--- src/rtl/dc_vlc_encoder.sv ---
// dc_vlc_encoder: exp-Golomb entropy coder for the quantized DC values of one
// slice. The first DC is coded directly with order 5; every later DC is coded
// as a sign-predicted delta whose order adapts to the previous delta's size.
//
// state   | meaning
// --------+-------------------------------------------------------------
// S_IDLE  | run enable low (or just raised); counter, flip, prev_u clear
// S_FIRST | waiting for the first DC of the slice
// S_REST  | coding later DCs as predicted deltas
// S_DONE  | slice complete; dc_valid ignored until run enable drops
//
// Pipeline: stage 1 holds (v, k) for an accepted DC, stage 2 holds the
// codeword/length, so code_valid follows dc_valid by two cycles.

module dc_vlc_encoder #(
    parameter int DC_W = 12
) (
    input  logic                   clock,
    input  logic                   reset_n,
    input  logic                   dc_vlc_reset,
    input  logic [31:0]            block_num,
    input  logic signed [DC_W-1:0] dc_in,
    input  logic                   dc_valid,
    output logic [31:0]            code_word,
    output logic [5:0]             code_len,
    output logic                   code_valid,
    output logic                   done
);

    // v carries a delta of two DC_W values, u is the folded magnitude of v,
    // x = u + 2^k needs one more bit for the order offset.
    localparam int VW = DC_W + 1;
    localparam int UW = VW + 1;
    localparam int XW = UW + 1;

    typedef enum logic [1:0] {
        S_IDLE,
        S_FIRST,
        S_REST,
        S_DONE
    } state_t;

    state_t                 state;
    logic [31:0]            block_num_q;
    logic [31:0]            blk_cnt;
    logic signed [DC_W-1:0] prev_dc;
    logic                   flip;
    logic [UW-1:0]          prev_u;

    logic                   s1_valid;
    logic                   s1_last;
    logic signed [VW-1:0]   s1_v;
    logic [2:0]             s1_k;

    logic signed [VW-1:0]   dc_ext;
    logic signed [VW-1:0]   prev_ext;
    logic signed [VW-1:0]   delta;
    logic signed [VW-1:0]   v_rest;
    logic [UW-1:0]          u_rest;
    logic [2:0]             k_rest;
    logic [31:0]            cnt_next;
    logic                   start_zero;

    logic [UW-1:0]          u_s2;
    logic [XW-1:0]          x_s2;
    logic [5:0]             n_s2;
    logic [5:0]             len_s2;

    // Signed-to-unsigned fold: non-negative v -> 2v, negative v -> -2v-1.
    // For negative v, -2v-1 is the bitwise complement of 2v.
    function automatic logic [UW-1:0] map_u(input logic signed [VW-1:0] v);
        logic [UW-1:0] twice;
        twice = {v, 1'b0};
        return v[VW-1] ? ~twice : twice;
    endfunction

    // Adaptive order from the previous delta's folded value.
    function automatic logic [2:0] k_from_u(input logic [UW-1:0] pu);
        logic [2:0] k;
        if (pu == '0)
            k = 3'd0;
        else if (pu <= UW'(2))
            k = 3'd1;
        else if (pu <= UW'(6))
            k = 3'd2;
        else
            k = 3'd3;
        return k;
    endfunction

    // Stage-0 datapath: predicted delta, its fold and the order to use.
    always_comb begin
        dc_ext     = {dc_in[DC_W-1], dc_in};
        prev_ext   = {prev_dc[DC_W-1], prev_dc};
        delta      = dc_ext - prev_ext;
        v_rest     = flip ? -delta : delta;
        u_rest     = map_u(v_rest);
        // The second DC has no previous delta to adapt from.
        if (blk_cnt == 32'd1)
            k_rest = 3'd2;
        else
            k_rest = k_from_u(prev_u);
        cnt_next   = blk_cnt + 32'd1;
        start_zero = (state == S_IDLE) && dc_vlc_reset && (block_num == 32'd0);
    end

    // Slice FSM plus stage-1 register of (v, k) for each accepted DC.
    always_ff @(posedge clock or negedge reset_n) begin
        if (!reset_n) begin
            state       <= S_IDLE;
            block_num_q <= '0;
            blk_cnt     <= '0;
            prev_dc     <= '0;
            flip        <= 1'b0;
            prev_u      <= '0;
            s1_valid    <= 1'b0;
            s1_last     <= 1'b0;
            s1_v        <= '0;
            s1_k        <= '0;
        end else begin
            s1_valid <= 1'b0;
            s1_last  <= 1'b0;
            if (!dc_vlc_reset) begin
                state   <= S_IDLE;
                blk_cnt <= '0;
                flip    <= 1'b0;
                prev_u  <= '0;
            end else begin
                case (state)
                    S_IDLE: begin
                        block_num_q <= block_num;
                        blk_cnt     <= '0;
                        state       <= (block_num == 32'd0) ? S_DONE : S_FIRST;
                    end
                    S_FIRST: begin
                        if (dc_valid) begin
                            s1_valid <= 1'b1;
                            s1_v     <= dc_ext;
                            s1_k     <= 3'd5;
                            prev_dc  <= dc_in;
                            blk_cnt  <= 32'd1;
                            if (block_num_q == 32'd1) begin
                                s1_last <= 1'b1;
                                state   <= S_DONE;
                            end else begin
                                state   <= S_REST;
                            end
                        end
                    end
                    S_REST: begin
                        if (dc_valid) begin
                            s1_valid <= 1'b1;
                            s1_v     <= v_rest;
                            s1_k     <= k_rest;
                            prev_dc  <= dc_in;
                            flip     <= delta[VW-1];
                            prev_u   <= u_rest;
                            blk_cnt  <= cnt_next;
                            if (cnt_next == block_num_q) begin
                                s1_last <= 1'b1;
                                state   <= S_DONE;
                            end
                        end
                    end
                    S_DONE: begin
                        state <= S_DONE;
                    end
                    default: begin
                        state <= S_IDLE;
                    end
                endcase
            end
        end
    end

    // Stage-2 datapath: exp-Golomb codeword is x itself, right-aligned;
    // the (n-k) leading zeros are implied by the length.
    always_comb begin
        u_s2 = map_u(s1_v);
        x_s2 = {1'b0, u_s2} + (XW'(1) << s1_k);
        n_s2 = '0;
        for (int i = 0; i < XW; i++) begin
            if (x_s2[i])
                n_s2 = 6'(i);
        end
        len_s2 = (n_s2 << 1) + 6'd1 - {3'd0, s1_k};
    end

    // Stage-2 output register; a dropped run enable flushes anything in flight.
    always_ff @(posedge clock or negedge reset_n) begin
        if (!reset_n) begin
            code_word  <= '0;
            code_len   <= '0;
            code_valid <= 1'b0;
            done       <= 1'b0;
        end else if (!dc_vlc_reset) begin
            code_valid <= 1'b0;
            done       <= 1'b0;
        end else begin
            code_valid <= s1_valid;
            done       <= (s1_valid && s1_last) || start_zero;
            if (s1_valid) begin
                code_word <= 32'(x_s2);
                code_len  <= len_s2;
            end
        end
    end

endmodule
--- config.mk ---
export PLATFORM = sky130hd
export DESIGN_NAME = dc_vlc_encoder
export DESIGN_NICKNAME = d
export VERILOG_FILES = /design/src/rtl/dc_vlc_encoder.sv
export SDC_FILE = /design/constraint.sdc
export NUM_CORES = 1
export LEC_CHECK = 0
export ABC_AREA = 1
export CELL_PAD_IN_SITES_DETAIL_PLACEMENT = 1
export CELL_PAD_IN_SITES_GLOBAL_PLACEMENT = 1
export CORE_ASPECT_RATIO = 2
export CORE_MARGIN = 2
export CORE_UTILIZATION = 35
export DETAILED_ROUTE_END_ITERATION = 8
export PLACE_DENSITY_LB_ADDON = 0.15
export SYNTH_ARGS = -nofsm -noshare
export SYNTH_HDL_FRONTEND = slang
export SYNTH_SLANG_ARGS = --single-unit
--- constraint.sdc ---
create_clock -name clock -period 9.2 [get_ports clock]
set_input_delay 1.84 -clock clock [delete_from_list [all_inputs] [get_ports clock]]
set_output_delay 1.84 -clock clock [all_outputs]
set_load 0.02 [all_outputs]
Word-level counts from Yosys, hierarchy flattened:

Index checks and enable logic that the tools add are counted.

* input bits: 48
* register bits after elaboration: 134

* order comparisons: 2
* equality and inequality tests: 14
* bitwise operators: 2
* reduce and logical (&&, ||, !) cells: 16
* $add $sub $neg: 6
* shifts and indexed selects: 1
* muxes and demuxes: 55

Operators with widths (number)
* 32-bit two-way mux: 3
* 32-bit one-hot mux with 3 select lines: 1
* 14-bit two-way mux: 5
* 5-bit two-way mux: 13
* 32-bit by 1-bit equality test with 1-bit output, second input constant: 2
* 13-bit two-way mux: 3
* 32-bit by 1-bit adder with 32-bit output, second input constant: 1
* 32-bit equality test: 1
* 32-bit logical NOT: 1
* 14-bit inverter: 2
* 13-bit one-hot mux with 2 select lines: 1
* 1-bit two-way mux: 16
* 14-bit by 15-bit adder with 15-bit output: 1
* 1-bit by 3-bit << shifter with 15-bit output, first input constant: 1
* 14-bit by 2-bit <= comparator with 1-bit output, second input constant: 1
* 14-bit by 3-bit <= comparator with 1-bit output, second input constant: 1
* 14-bit logical NOT: 1
* 13-bit negation: 1
* 12-bit by 12-bit subtractor with 13-bit output: 1
* 2-bit two-way mux: 6
* 3-bit two-way mux: 4
* 3-bit != test, second input constant: 3
* 3-bit AND reduction: 3
* 2-bit one-hot mux with 4 select lines: 1
* 16 further kinds: 23

Depth between registers and ports, before layout:

* depth in word-level cells: 19
* mapped depth: 25
* gate-level depth less buffers: 24

Worst setup path before layout:

Ideal clock, no wire load.

* path type: input port to flip-flop
* start: input dc_in[0]
* end: register prev_u[4]
* stages on the path: 19
* path slack: 5.228 ns
* required time: 9.083 ns
* arrival time: 3.854 ns
* library setup time: 0.117 ns
* cells stage by stage: inv_1 > ha_1 > inv_1 > fa_1 > nand2_1 > nand2_1 > nand3_1 > nand2_1 > xnor2_1 > nand2_1 > nand2_1 > nand2_4 > clkinv_4 > nand4_4 > nand2_4 > buf_6 > nand2_2 > nand3_1 > nand2_1

* cells in the longest elaborated chain, start to end: 8

RTL lines
* start, declared: RTL line 22 `input logic signed [DC_W-1:0] dc_in,`
* 12-bit by 12-bit subtractor with 13-bit output *: RTL line 95 `delta = dc_ext - prev_ext;`
* 13-bit negation: RTL line 96 `v_rest = flip ? -delta : delta;`
* 13-bit two-way mux *: RTL line 96
* 14-bit inverter: RTL line 74 `return v[VW-1] ? ~twice : twice;`
* 14-bit two-way mux *: RTL line 74
* 14-bit two-way mux *: RTL line 151 `if (dc_valid) begin`
* 14-bit two-way mux *: RTL line 129 `case (state)`
* 14-bit two-way mux *: RTL line 123 `if (!dc_vlc_reset) begin`
* end signal, assigned: RTL line 157 `prev_u <= u_rest;`
* end, declared: RTL line 48 `logic [UW-1:0] prev_u;`

Every way passes the cells marked *; elsewhere a longest branch is shown, timed or not. The select of a mux whose other input is x is not followed.
A chain may end at the register's enable or synchronous reset.

Worst setup path in the final report:

* start: input dc_in[0]
* end: register prev_u[3]

The elaborated chain is that of the path after synthesis.

==> impl_metrics.toml <==
[floorplanning]
initial_core_util_pct = 35.3
core-area_um2 = 25500
rows = 83
pin_count = 88
die-area_um2 = 27100
die_w_um = 117
die_y_um = 231

[setup_path]
crit_chain = "clkdlybuf4s50_1 > inv_1 > ha_1 > inv_1 > fa_1 > nand2_1 > nand2_1 > nand4_1 > nand2_1 > xnor2_1 > nand3_1 > nand2_1 > nand3_2 > nand2_4 > nand2_4 > nand2_1 > nand2_1 > nand2_1 > nand2_1"
crit_path_max_incr_delay_ns = 0.43
critical_path_required_ns = 9.53
crit_type = "primary input to flip-flop"
cp-end-kind = "flip-flop"
worst_setup_path_start_kind = "primary input"
crit_family = "simple AND/OR/NAND/NOR gates"
crit_slowest_cell = "clkdlybuf4s50_1"
critPathBufInv = 3
worstPathArrival_ns = 4.89
worst-path-max-fanout = 13
cp_common_cell = "nand2_1"

[final_layout]
nets = 1413
final_util_pct = 41.8
diodes = 0
fillers = 3246
synthToLayoutAreaGrowth_pct = 18.3
drive_gt1_share_pct = 6.55

[logic_synthesis]
yosysSeqAreaShare_pct = 36.6
synth_edf_count = 0
synthFlopType = "dfrtp_1"
syn_area_um2 = 9010
yosysUniqueCellTypes = 48
ys_seq_elements = 132
syn_inst = 1264
syn-mean-instance-area_um2 = 7.13
synthArstFlopShare_pct = 100
yosysWarnings = 0

[routing]
totalWireLength_um = 31700
wl_per_cell_um = 18.8
first_iter_violations = 200
vias = 8635
via_per_inst = 5.13
drc = 0
drt_pass1_iterations = 4
antenna_left = 0

[clock_tree]
htreeDepth = 4
postCtsSetupRepairBufs = 0
ctsResizeCount = 0
clk_latency_ns = 0.44
hold_buffers = 0
max-clock-path-buffers = 2
clockRootBuffer = "clkbuf_16"
numCtsBuffers = 17
clock-sinks = 132
cts_tree = "built"
clk_pin_slew_ns = 0.06

[sta]
rsz0062_at_grt = "false"
fin_crit_sh_pct = 49.6
setup_viol = 0
fin_setup_tns_ns = 0
max_freq_mhz = 219
worst_pin_slew_ns = 1.07
clock-skew-final_ns = 0.00799
slew-limit-headroom_pct = 28.4
post-route-min-period_ns = 4.56
final_max_slew_viol_count = 0
final_hold_viol_count = 0

[place]
dp_hpwl_um = 25900
gp_congestion = 0.911
numPortBuffers = 69

[pwr]
pwr-share-seq_pct = 25.5
power.share.clock_pct = 21.6
power_density_nw_per_um2 = 345
swShare_pct = 46.5
switchingPower_mw = 1.71
p_leak_nw = 4.98
irDropWorstVdd_mv = 0.192
power_frac_comb_pct = 52.9
intPower_mw = 1.97

[flow_run]
drv_cap = 0

[grt]
grt_max_degree = 80
antenna_found_initial = 0
grt_pass1_wl_um = 50200
grt-ovfl-total = 0
grt_use_total_pct = 24.3
grt_pass1_vias = 9569

[worst_hold_path]
min_path_type = "flip-flop to flip-flop"

[status]
status = "complete, no violations"
==> routing by layer <==
metal	vias up	part of all wire, %	track usage [%]
li1	4189	-	-
met1	4212	31	19.4
met2	145	59	50.7
met3	89	1.9	3.16
met4	0	8.1	18.9
met5	-	0	0
==> synth_stat cells, types with 3 or more instances <==
| library cell | instances | area share (%) |
|---|---|---|
| nor4_1 | 19 | 1.3 |
| nand2_4 | 3 | 0.37 |
| nand4_1 | 21 | 1.5 |
| xnor2_1 | 11 | 1.1 |
| o21bai_1 | 3 | 0.25 |
| nand3_1 | 92 | 5.1 |
| mux2_2 | 12 | 1.5 |
| o21ai_0 | 47 | 2.6 |
| nor2_4 | 5 | 0.62 |
| o21ai_1 | 6 | 0.33 |
| a21oi_1 | 29 | 1.6 |
| fa_1 | 3 | 0.67 |
| nand3b_1 | 16 | 1.3 |
| o22ai_1 | 32 | 2.2 |
| nand2_2 | 13 | 0.90 |
| dfrtp_1 | 132 | 37 |
| clkbuf_1 | 22 | 0.92 |
| inv_2 | 5 | 0.21 |
| buf_4 | 19 | 1.6 |
| xor2_1 | 29 | 2.8 |
| a21oi_2 | 3 | 0.29 |
| nor3_1 | 16 | 0.89 |
| nor2_1 | 122 | 5.1 |
| nor2_2 | 3 | 0.21 |
| o211ai_1 | 10 | 0.83 |
| inv_1 | 141 | 5.9 |
| nand2_1 | 394 | 16 |
| ha_1 | 32 | 4.4 |
| a22oi_1 | 3 | 0.25 |
==> final cells by class <==
| class | instances | area, µm² | share of cell area, % |
|---|---|---|---|
| clock inverters | 12 | 226 | 2.12 |
| multi-input cells | 957 | 4980 | 46.7 |
| inverters | 149 | 564 | 5.29 |
| flip-flops and latches | 132 | 3300 | 31.0 |
| well taps | 340 | 425 | 3.99 |
| clock buffers | 20 | 447 | 4.19 |
| repair buffers | 73 | 722 | 6.77 |
==> power by group through the flow <==
stage / Sequential, mW / Combinational, mW / Clock, mW
6_report: 0.941 / 1.95 / 0.795
5_1_grt: 0.966 / 2.17 / 0.837
4_1_cts: 0.945 / 1.98 / 0.812
3_5_place_dp: 0.953 / 1.97 / 0
3_3_place_gp: 0.948 / 1.94 / 0
2_1_floorplan: 0.924 / 1.32 / 0
==> logic make-up after synthesis <==
kind of cell | Yosys count | synth area share (%)
buffers and inverters | 192 | 8.94
adder cells (fa/ha/maj) | 35 | 5.11
XOR/XNOR | 43 | 4.50
AND/OR/NAND/NOR | 709 | 34.3
multiplexers | 12 | 1.50
flip-flops | 132 | 36.6
other | 1 | 0.0416
AO/OA/AOI/OAI | 140 | 9.02
==> worst paths after layout <==
kind                       depth (start not counted)                          to  slack, ns            startpoint
max in group asynchronous                          2    code_word[8]$_DFFE_PN0P_       6.48               reset_n
max reg2reg                                       18     code_len[4]$_DFFE_PN0P_       4.76  s1_v[12]$_DFFE_PN0P_
max                                               19       prev_u[3]$_DFFE_PN0P_       4.64              dc_in[0]
min                                                1              done$_DFF_PN0_       0.47     s1_last$_DFF_PN0_
min in group asynchronous                          1  block_num_q[9]$_DFFE_PN0P_       1.45               reset_n
min reg2reg                                        1              done$_DFF_PN0_       0.47     s1_last$_DFF_PN0_
==> stage by stage <==
step	instance area, µm²	setup WS (ns)	power (mW)	hold slack [ns]	cells
after floorplan	9080	5.23	2.24	0.439	1281
after global placement	9990	4.13	2.89	0.447	1651
after detailed placement	9990	4.19	2.93	0.459	1651
after CTS	10700	4.65	3.74	0.474	1683
after global routing	10700	4.35	3.97	0.509	1683
final	10700	4.64	3.68	0.471	1683
==> flip-flops by register name, indices dropped and copies added (netlist names) <==
name,cells
s1_v,13
s1_last,1
block_num_q,32
s1_k,3
done,1
prev_u,13
blk_cnt,32
prev_dc,12
code_valid,1
s1_valid,1
state,2
code_len,6
code_word,14
flip,1
==> cell usage in the layout (no fill, tap or decap), types with 4 or more instances in the layout <==
master / instances
nand3_1: 92
nor2_4: 6
o22ai_1: 32
xnor2_1: 11
nor4_1: 19
mux2_2: 12
nand3b_1: 16
o21ai_1: 6
nor3_1: 16
conb_1: 18
bufinv_16: 6
nor2_1: 121
dfrtp_1: 132
nand4_1: 21
nand2_1: 393
clkbuf_16: 17
buf_4: 4
inv_1: 141
ha_1: 32
nand2_2: 14
inv_2: 5
o211ai_1: 10
o21ai_0: 47
a21oi_1: 29
clkdlybuf4s50_1: 68
xor2_1: 29
Note: power is estimated with default switching activity, not from simulation.
